**src/rtl/agc_sequencer_if.sv**
```systemverilog
// Bundle between the AGC sequencer and its environment (register core on one side,
// per-channel AGC cores on the other). meas_count exists only with AGC_MEAS_COUNT_EN.
interface agc_sequencer_if #(
  parameter int unsigned SqBits = 24,
  parameter int unsigned PrBits = 21
);
  logic              enable;
  logic              lfsr_reset;
  logic              agc_tick;
  logic              agc_ce;
  logic              agc_rst;
  logic [SqBits-1:0] sq_accum;
  logic [PrBits-1:0] gt_accum;
  logic [PrBits-1:0] lt_accum;
  logic [SqBits-1:0] sq;
  logic [PrBits-1:0] gt;
  logic [PrBits-1:0] lt;
  logic              meas_valid;
  logic              meas_ack;
  logic              overrun;
  logic [16:0]       scale;
  logic              scale_wr;
  logic [7:0]        offset;
  logic              offset_wr;
  logic              apply;
  logic [16:0]       agc_scale;
  logic [7:0]        agc_offset;
  logic              agc_scale_ce;
  logic              agc_offset_ce;
  logic              agc_apply;
`ifdef AGC_MEAS_COUNT_EN
  logic [15:0]       meas_count;
`endif

  // Environment side: host registers and AGC cores.
  modport master (
    output enable, lfsr_reset, sq_accum, gt_accum, lt_accum, meas_ack,
    output scale, scale_wr, offset, offset_wr, apply,
`ifdef AGC_MEAS_COUNT_EN
    input  meas_count,
`endif
    input  agc_tick, agc_ce, agc_rst, sq, gt, lt, meas_valid, overrun,
    input  agc_scale, agc_offset, agc_scale_ce, agc_offset_ce, agc_apply
  );

  // Sequencer side.
  modport slave (
    input  enable, lfsr_reset, sq_accum, gt_accum, lt_accum, meas_ack,
    input  scale, scale_wr, offset, offset_wr, apply,
`ifdef AGC_MEAS_COUNT_EN
    output meas_count,
`endif
    output agc_tick, agc_ce, agc_rst, sq, gt, lt, meas_valid, overrun,
    output agc_scale, agc_offset, agc_scale_ce, agc_offset_ce, agc_apply
  );
endinterface

```
**src/rtl/agc_sequencer.sv**
```systemverilog
// AGC sequencer: measurement-window timing, accumulator capture with valid/ack, and
// window-aligned gain updates. Define AGC_MEAS_COUNT_EN to add the meas_count capture counter.
module agc_sequencer #(
  parameter int unsigned SqBits  = 24,
  parameter int unsigned PrBits  = 21,
  parameter int unsigned LenLog2 = 17,
  parameter int unsigned AccLat  = 3
) (
  input logic            clk_i,
  input logic            rstn_i,
  agc_sequencer_if.slave bus_io
);

  typedef enum logic [2:0] {StIdle, StTick, StRun, StSettle, StCapture} state_e;

  localparam logic [LenLog2:0] RunLen    = {1'b1, {LenLog2{1'b0}}};
  localparam logic [LenLog2:0] RunFirst  = {{LenLog2{1'b0}}, 1'b1};
  localparam logic [3:0]       SettleLen = 4'(AccLat);

  state_e           st_q;
  logic [LenLog2:0] run_cnt_q;
  logic [3:0]       set_cnt_q;
  logic             tick_q, ce_q, apply_q, apply_pend_q;
  logic             capture;

  // Window FSM; every strobe is registered one cycle behind the state it marks.
  always_ff @(posedge clk_i or negedge rstn_i) begin
    if (!rstn_i) begin
      st_q         <= StIdle;
      run_cnt_q    <= '0;
      set_cnt_q    <= '0;
      tick_q       <= 1'b0;
      ce_q         <= 1'b0;
      apply_q      <= 1'b0;
      apply_pend_q <= 1'b0;
    end else begin
      tick_q  <= (st_q == StTick);
      // Gated by enable so an abort drops ce on the very next cycle.
      ce_q    <= (st_q == StRun) && bus_io.enable;
      apply_q <= (st_q == StTick) && apply_pend_q;
      // A request arriving on the consuming cycle survives for the next window.
      if (bus_io.apply) begin
        apply_pend_q <= 1'b1;
      end else if (st_q == StTick) begin
        apply_pend_q <= 1'b0;
      end

      unique case (st_q)
        StIdle: begin
          if (bus_io.enable) st_q <= StTick;
        end
        StTick: begin
          if (!bus_io.enable) begin
            st_q <= StIdle;
          end else begin
            st_q      <= StRun;
            run_cnt_q <= RunFirst;
          end
        end
        StRun: begin
          if (!bus_io.enable) begin
            st_q <= StIdle;
          end else if (run_cnt_q == RunLen) begin
            st_q      <= StSettle;
            set_cnt_q <= 4'd1;
          end else begin
            run_cnt_q <= run_cnt_q + 1'b1;
          end
        end
        StSettle: begin
          if (!bus_io.enable) begin
            st_q <= StIdle;
          end else if (set_cnt_q == SettleLen) begin
            st_q <= StCapture;
          end else begin
            set_cnt_q <= set_cnt_q + 4'd1;
          end
        end
        StCapture: begin
          st_q <= bus_io.enable ? StTick : StIdle;
        end
        default: begin
          st_q <= StIdle;
        end
      endcase
    end
  end

  assign capture = (st_q == StCapture);

  logic [SqBits-1:0] sq_q;
  logic [PrBits-1:0] gt_q, lt_q;
  logic              valid_q, overrun_q, enable_q;

  always_ff @(posedge clk_i or negedge rstn_i) begin
    if (!rstn_i) begin
      sq_q      <= '0;
      gt_q      <= '0;
      lt_q      <= '0;
      valid_q   <= 1'b0;
      overrun_q <= 1'b0;
      enable_q  <= 1'b0;
    end else begin
      enable_q <= bus_io.enable;
      if (capture) begin
        sq_q    <= bus_io.sq_accum;
        gt_q    <= bus_io.gt_accum;
        lt_q    <= bus_io.lt_accum;
        valid_q <= 1'b1;
        if (valid_q && !bus_io.meas_ack) overrun_q <= 1'b1;
      end else if (bus_io.meas_ack) begin
        valid_q <= 1'b0;
      end
      if (bus_io.enable && !enable_q) overrun_q <= 1'b0;
    end
  end

`ifdef AGC_MEAS_COUNT_EN
  logic [15:0] meas_cnt_q;

  always_ff @(posedge clk_i or negedge rstn_i) begin
    if (!rstn_i) begin
      meas_cnt_q <= '0;
    end else if (capture) begin
      meas_cnt_q <= meas_cnt_q + 16'd1;
    end
  end

  assign bus_io.meas_count = meas_cnt_q;
`endif

  logic [16:0] scale_q;
  logic [7:0]  offset_q;
  logic        scale_ce_q, offset_ce_q, rst_q;

  // Host writes pass through in any FSM state.
  always_ff @(posedge clk_i or negedge rstn_i) begin
    if (!rstn_i) begin
      scale_q     <= '0;
      offset_q    <= '0;
      scale_ce_q  <= 1'b0;
      offset_ce_q <= 1'b0;
      rst_q       <= 1'b0;
    end else begin
      scale_ce_q  <= bus_io.scale_wr;
      offset_ce_q <= bus_io.offset_wr;
      rst_q       <= bus_io.lfsr_reset;
      if (bus_io.scale_wr)  scale_q  <= bus_io.scale;
      if (bus_io.offset_wr) offset_q <= bus_io.offset;
    end
  end

  assign bus_io.agc_tick      = tick_q;
  assign bus_io.agc_ce        = ce_q;
  assign bus_io.agc_rst       = rst_q;
  assign bus_io.agc_apply     = apply_q;
  assign bus_io.sq            = sq_q;
  assign bus_io.gt            = gt_q;
  assign bus_io.lt            = lt_q;
  assign bus_io.meas_valid    = valid_q;
  assign bus_io.overrun       = overrun_q;
  assign bus_io.agc_scale     = scale_q;
  assign bus_io.agc_offset    = offset_q;
  assign bus_io.agc_scale_ce  = scale_ce_q;
  assign bus_io.agc_offset_ce = offset_ce_q;

endmodule

```
**src/flat_wrapper.sv**
```systemverilog
// flat-port wrapper written by rule: the top's interface ports become plain ports
module agc_sequencer_flat 
#(
  parameter int unsigned SqBits  = 24,
  parameter int unsigned PrBits  = 21,
  parameter int unsigned LenLog2 = 17,
  parameter int unsigned AccLat  = 3
)
  (clk_i, rstn_i, bus_io_enable, bus_io_lfsr_reset, bus_io_sq_accum, bus_io_gt_accum, bus_io_lt_accum, bus_io_meas_ack, bus_io_scale, bus_io_scale_wr, bus_io_offset, bus_io_offset_wr, bus_io_apply, bus_io_agc_tick, bus_io_agc_ce, bus_io_agc_rst, bus_io_sq, bus_io_gt, bus_io_lt, bus_io_meas_valid, bus_io_overrun, bus_io_agc_scale, bus_io_agc_offset, bus_io_agc_scale_ce, bus_io_agc_offset_ce, bus_io_agc_apply);
  agc_sequencer_if #(.SqBits(SqBits), .PrBits(PrBits)) bus_io_i ();
  input logic clk_i;
  input logic rstn_i;
  input wire logic [$bits(bus_io_i.enable)-1:0] bus_io_enable;
  input wire logic [$bits(bus_io_i.lfsr_reset)-1:0] bus_io_lfsr_reset;
  input wire logic [$bits(bus_io_i.sq_accum)-1:0] bus_io_sq_accum;
  input wire logic [$bits(bus_io_i.gt_accum)-1:0] bus_io_gt_accum;
  input wire logic [$bits(bus_io_i.lt_accum)-1:0] bus_io_lt_accum;
  input wire logic [$bits(bus_io_i.meas_ack)-1:0] bus_io_meas_ack;
  input wire logic [$bits(bus_io_i.scale)-1:0] bus_io_scale;
  input wire logic [$bits(bus_io_i.scale_wr)-1:0] bus_io_scale_wr;
  input wire logic [$bits(bus_io_i.offset)-1:0] bus_io_offset;
  input wire logic [$bits(bus_io_i.offset_wr)-1:0] bus_io_offset_wr;
  input wire logic [$bits(bus_io_i.apply)-1:0] bus_io_apply;
  output wire logic [$bits(bus_io_i.agc_tick)-1:0] bus_io_agc_tick;
  output wire logic [$bits(bus_io_i.agc_ce)-1:0] bus_io_agc_ce;
  output wire logic [$bits(bus_io_i.agc_rst)-1:0] bus_io_agc_rst;
  output wire logic [$bits(bus_io_i.sq)-1:0] bus_io_sq;
  output wire logic [$bits(bus_io_i.gt)-1:0] bus_io_gt;
  output wire logic [$bits(bus_io_i.lt)-1:0] bus_io_lt;
  output wire logic [$bits(bus_io_i.meas_valid)-1:0] bus_io_meas_valid;
  output wire logic [$bits(bus_io_i.overrun)-1:0] bus_io_overrun;
  output wire logic [$bits(bus_io_i.agc_scale)-1:0] bus_io_agc_scale;
  output wire logic [$bits(bus_io_i.agc_offset)-1:0] bus_io_agc_offset;
  output wire logic [$bits(bus_io_i.agc_scale_ce)-1:0] bus_io_agc_scale_ce;
  output wire logic [$bits(bus_io_i.agc_offset_ce)-1:0] bus_io_agc_offset_ce;
  output wire logic [$bits(bus_io_i.agc_apply)-1:0] bus_io_agc_apply;
  assign bus_io_i.enable = bus_io_enable;
  assign bus_io_i.lfsr_reset = bus_io_lfsr_reset;
  assign bus_io_i.sq_accum = bus_io_sq_accum;
  assign bus_io_i.gt_accum = bus_io_gt_accum;
  assign bus_io_i.lt_accum = bus_io_lt_accum;
  assign bus_io_i.meas_ack = bus_io_meas_ack;
  assign bus_io_i.scale = bus_io_scale;
  assign bus_io_i.scale_wr = bus_io_scale_wr;
  assign bus_io_i.offset = bus_io_offset;
  assign bus_io_i.offset_wr = bus_io_offset_wr;
  assign bus_io_i.apply = bus_io_apply;
  assign bus_io_agc_tick = bus_io_i.agc_tick;
  assign bus_io_agc_ce = bus_io_i.agc_ce;
  assign bus_io_agc_rst = bus_io_i.agc_rst;
  assign bus_io_sq = bus_io_i.sq;
  assign bus_io_gt = bus_io_i.gt;
  assign bus_io_lt = bus_io_i.lt;
  assign bus_io_meas_valid = bus_io_i.meas_valid;
  assign bus_io_overrun = bus_io_i.overrun;
  assign bus_io_agc_scale = bus_io_i.agc_scale;
  assign bus_io_agc_offset = bus_io_i.agc_offset;
  assign bus_io_agc_scale_ce = bus_io_i.agc_scale_ce;
  assign bus_io_agc_offset_ce = bus_io_i.agc_offset_ce;
  assign bus_io_agc_apply = bus_io_i.agc_apply;
  agc_sequencer #(.SqBits(SqBits), .PrBits(PrBits), .LenLog2(LenLog2), .AccLat(AccLat)) u_core (.clk_i(clk_i), .rstn_i(rstn_i), .bus_io(bus_io_i));
endmodule
```
**config.mk**
```make
export PLATFORM = sky130hd
export DESIGN_NAME = agc_sequencer_flat
export DESIGN_NICKNAME = d
export VERILOG_FILES = /design/src/rtl/agc_sequencer_if.sv /design/src/rtl/agc_sequencer.sv /design/src/flat_wrapper.sv
export SDC_FILE = /design/constraint.sdc
export NUM_CORES = 1
export LEC_CHECK = 0
export BUFFER_PORTS_ARGS = -buffer_cell sky130_fd_sc_hd__buf_2
export CAP_MARGIN = 20
export CORE_ASPECT_RATIO = 0.6
export CORE_UTILIZATION = 40
export DETAILED_ROUTE_END_ITERATION = 8
export MAX_ROUTING_LAYER = met4
export PLACE_DENSITY = 0.68
export RECOVER_POWER = 100
export SLEW_MARGIN = 20
export SYNTH_ARGS = -nofsm -noshare
export SYNTH_HDL_FRONTEND = slang
export SYNTH_SLANG_ARGS = --single-unit
```
**constraint.sdc**
```tcl
create_clock -name clk_i -period 2.3 [get_ports clk_i]
set_input_delay 0.46 -clock clk_i [delete_from_list [all_inputs] [get_ports clk_i]]
set_output_delay 0.46 -clock clk_i [all_outputs]
set_load 0.05 [all_outputs]
```
==> flow_summary.toml <==
[worst_setup_path]
crit_chain = "nor2_1 -> and2_2 -> clkbuf_4 -> mux2_2"
crit_type = "flip-flop to flip-flop"
r2r_slack_ns = 0.28
crit_required_ns = 2.58
r2r_start = "u_core.st_q[0]"
arrival_ns = 2.30
slowest_stage = "clkbuf_4"
worstPathMaxFanout = 57
timing.rr.end = "u_core.bus_io.sq[0]"
max_stage_delay_ns = 0.61
ff2ff_path_depth = 4
startpoint_type = "flip-flop"
end_kind = "flip-flop"

[synthesis]
synth-adder-area-share = 0.00736
syn_area_mm2 = 0.00510
yosys_warnings = 0
netlist.area_leader.share = 0.619
synth_area_leader_cell = "dfrtp_1"
synthCells = 369
synth_compound_area_frac = 0.0371
synth.area.mux_share = 0.207
synth_nets = 471
ys_async_sr_fraction = 1.00
synth_cell_types = 44
ys.flop_type = "dfrtp_1"
synthSimpleGateAreaFrac = 0.0972
synth_top_family_by_area = "multiplexers"
synth.ff_latch_count = 126
seq_area_frac_synth = 0.619
avgSynthCellArea_um2 = 13.8
synth-edff-count = 0
synth_xor_area_frac = 0.00687
netlist_top_cells_area = "dfrtp_1, mux2_2, nand3_1"

[min_path]
hp-class = "input port to flip-flop"
hold_path_end = "u_core.bus_io.agc_rst"
whs_path_depth = 1
hp-start = "bus_io_lfsr_reset"

[global_routing]
grtUsageTotal = 0.176
antenna_found_initial = 1
grt_pass1_vias = 3580
grt_max_degree = 58
overflow = 0
grt_pass1_wl_um = 17300

[timing]
setup_slack_ns = 0.279
setup_violations = 0
fin_skew_ns = 0.00987
setup-tns-final_ns = 0
maxSlewViolCount = 32
tightest_slew_ns = 1.87
max_freq_mhz = 495
slew_headroom = -0.249
rsz0062_at_grt = "false"
final_hold_viol_count = 0
finalCriticalPeriod_ns = 2.02
post-route-period-util = 0.879
holdWs_ns = 0.164

[placed_design]
hpwl_um = 7840
gp_congestion = 0.831
dpl_cell_area_mm2 = 0.00630
post-place-ws_ns = 0.202
numPortBuffers = 197

[routing]
viasPerCell = 4.84
drtPass1Iterations = 5
drt_iter0_drc = 150
routed_wl_um = 10900
drtAntennaViolNets = 0
wl_per_cell_um = 14.5
vias = 3646
route.detailed.drc = 0

[power]
ir_worst_vdd_mv = 0.728
powerDensity_mw_per_mm2 = 1230
leakage_uw = 0.00325

[clocking]
cts.repair.resized = 0
clk_latency_ns = 0.40
cts_hold_buf = 0
cts_setup_buffers = 0
h-tree-depth = 4
cts-buffers-inserted = 17
cts_tree = "yes"
clock_path_buffers = 2
clock-sinks = 126
clkTransAtPathRegs_ns = 0.06
root_buffer = "clkbuf_16"

[layout]
final_area_mm2 = 0.00670
area.growth.synth_to_final_pct = 31.5
drive_above_1_share = 0.386
fin_nets = 678
fin_util = 0.549

[status]
outcome = "finished with violations"
violations = "max-capacitance violations, max-slew violations"

[floorplan]
core_mm2 = 0.0122
rows = 31
die_w_um = 148
dieArea_mm2 = 0.0132
io_pins = 198
start_util = 0.417
die_h_um = 89.4

[job]
cap_violations = 1
## synthesized netlist by cell type, types with 2 or more instances
library cell	instances
and4_1	2
o21ai_0	11
clkbuf_1	9
o31ai_1	2
ha_1	3
nor4bb_1	2
nand2_1	14
a21oi_1	7
dfrtp_1	126
inv_1	8
xor2_1	3
nor3_1	3
and2_1	3
or3_1	6
and3_1	9
nand3_1	19
nor4_1	2
nor2_1	12
nand4_1	4
mux2i_1	2
a22o_1	3
buf_2	6
mux2_2	92
## flip-flops by register name (all words and copies together), names as in the netlist
signal                       flops
u_core.apply_pend_q              1
u_core.bus_io.agc_tick           1
u_core.bus_io.agc_scale         17
u_core.bus_io.agc_ce             1
u_core.bus_io.sq                24
u_core.bus_io.agc_apply          1
u_core.bus_io.meas_valid         1
u_core.enable_q                  1
u_core.bus_io.agc_offset_ce      1
u_core.bus_io.overrun            1
u_core.st_q                      3
u_core.set_cnt_q                 4
u_core.bus_io.agc_scale_ce       1
u_core.bus_io.lt                21
u_core.bus_io.agc_rst            1
u_core.bus_io.agc_offset         8
u_core.run_cnt_q                18
u_core.bus_io.gt                21
## critical path: cells and delay by family (launching register included)
family	cells	cell delay, ns
flops	1	0.48
buf+inv	1	0.61
simple gates	2	0.34
mux	1	0.41
## cells in the final DEF, fill, tap and decap left out, types with 6 or more instances in the layout
master / Yosys / layout
inv_1: 8 / 8
nand3_1: 19 / 19
buf_2: 6 / 94
and3_1: 9 / 9
a21oi_1: 7 / 7
or3_1: 6 / 6
nor2_1: 12 / 12
clkbuf_1: 9 / 107
clkbuf_16: 0 / 17
dfrtp_1: 126 / 126
o21ai_0: 11 / 11
nand2_1: 14 / 14
mux2_2: 92 / 92
## where the power goes
group	total, µW	switching, µW	internal, µW
Clock	2590	993	1590
Sequential	2990	299	2700
Combinational	2680	2040	646
Total	8260	3330	4930
## area by class of cell
cell class	instances	area [µm²]
diodes	1	2.50
multi-input cells	217	1800
inverters	9	36.3
repair buffers	205	931
clock buffers	18	429
clock inverters	13	143
flip-flops and latches	126	3150
fillers	1107	5510
well taps	165	206
## layer usage
layer / track usage / vias to the layer above / share of wire
met3: 0.0597 / 6 / 0.068
met5: - / - / 0
met2: 0.262 / 135 / 0.46
li1: - / 1745 / -
met1: 0.227 / 1760 / 0.47
met4: 0.0562 / 0 / 0.0058
## per-stage QoR
step                total power (µW)  std cells
floorplan                       5110        369
global placement                5800        722
detailed placement              5850        722
CTS                             8480        753
global route                    8650        754
finish                          8260        754
## worst max path at each step
stage / end / depth (start not counted) / slack (ns) / from
floorplan: u_core.bus_io.gt[17] / 6 / 0.59 / u_core.st_q[1]
detailed placement: u_core.run_cnt_q[13] / 7 / 0.20 / bus_io_enable
finish: u_core.bus_io.sq[0] / 4 / 0.28 / u_core.st_q[0]
CTS: u_core.run_cnt_q[13] / 6 / 0.32 / u_core.st_q[2]
global route: u_core.run_cnt_q[13] / 6 / 0.13 / u_core.st_q[2]
global placement: u_core.run_cnt_q[16] / 8 / 0.28 / bus_io_enable
## cells by family after synthesis
| logic type | count (synthesis) |
|---|---|
| flops | 126 |
| mux | 94 |
| simple gates | 86 |
| compound gates | 30 |
| buf+inv | 26 |
| xor+xnor | 4 |
| fa+ha+maj | 3 |
No activity file was read; power rests on OpenSTA's default activity.
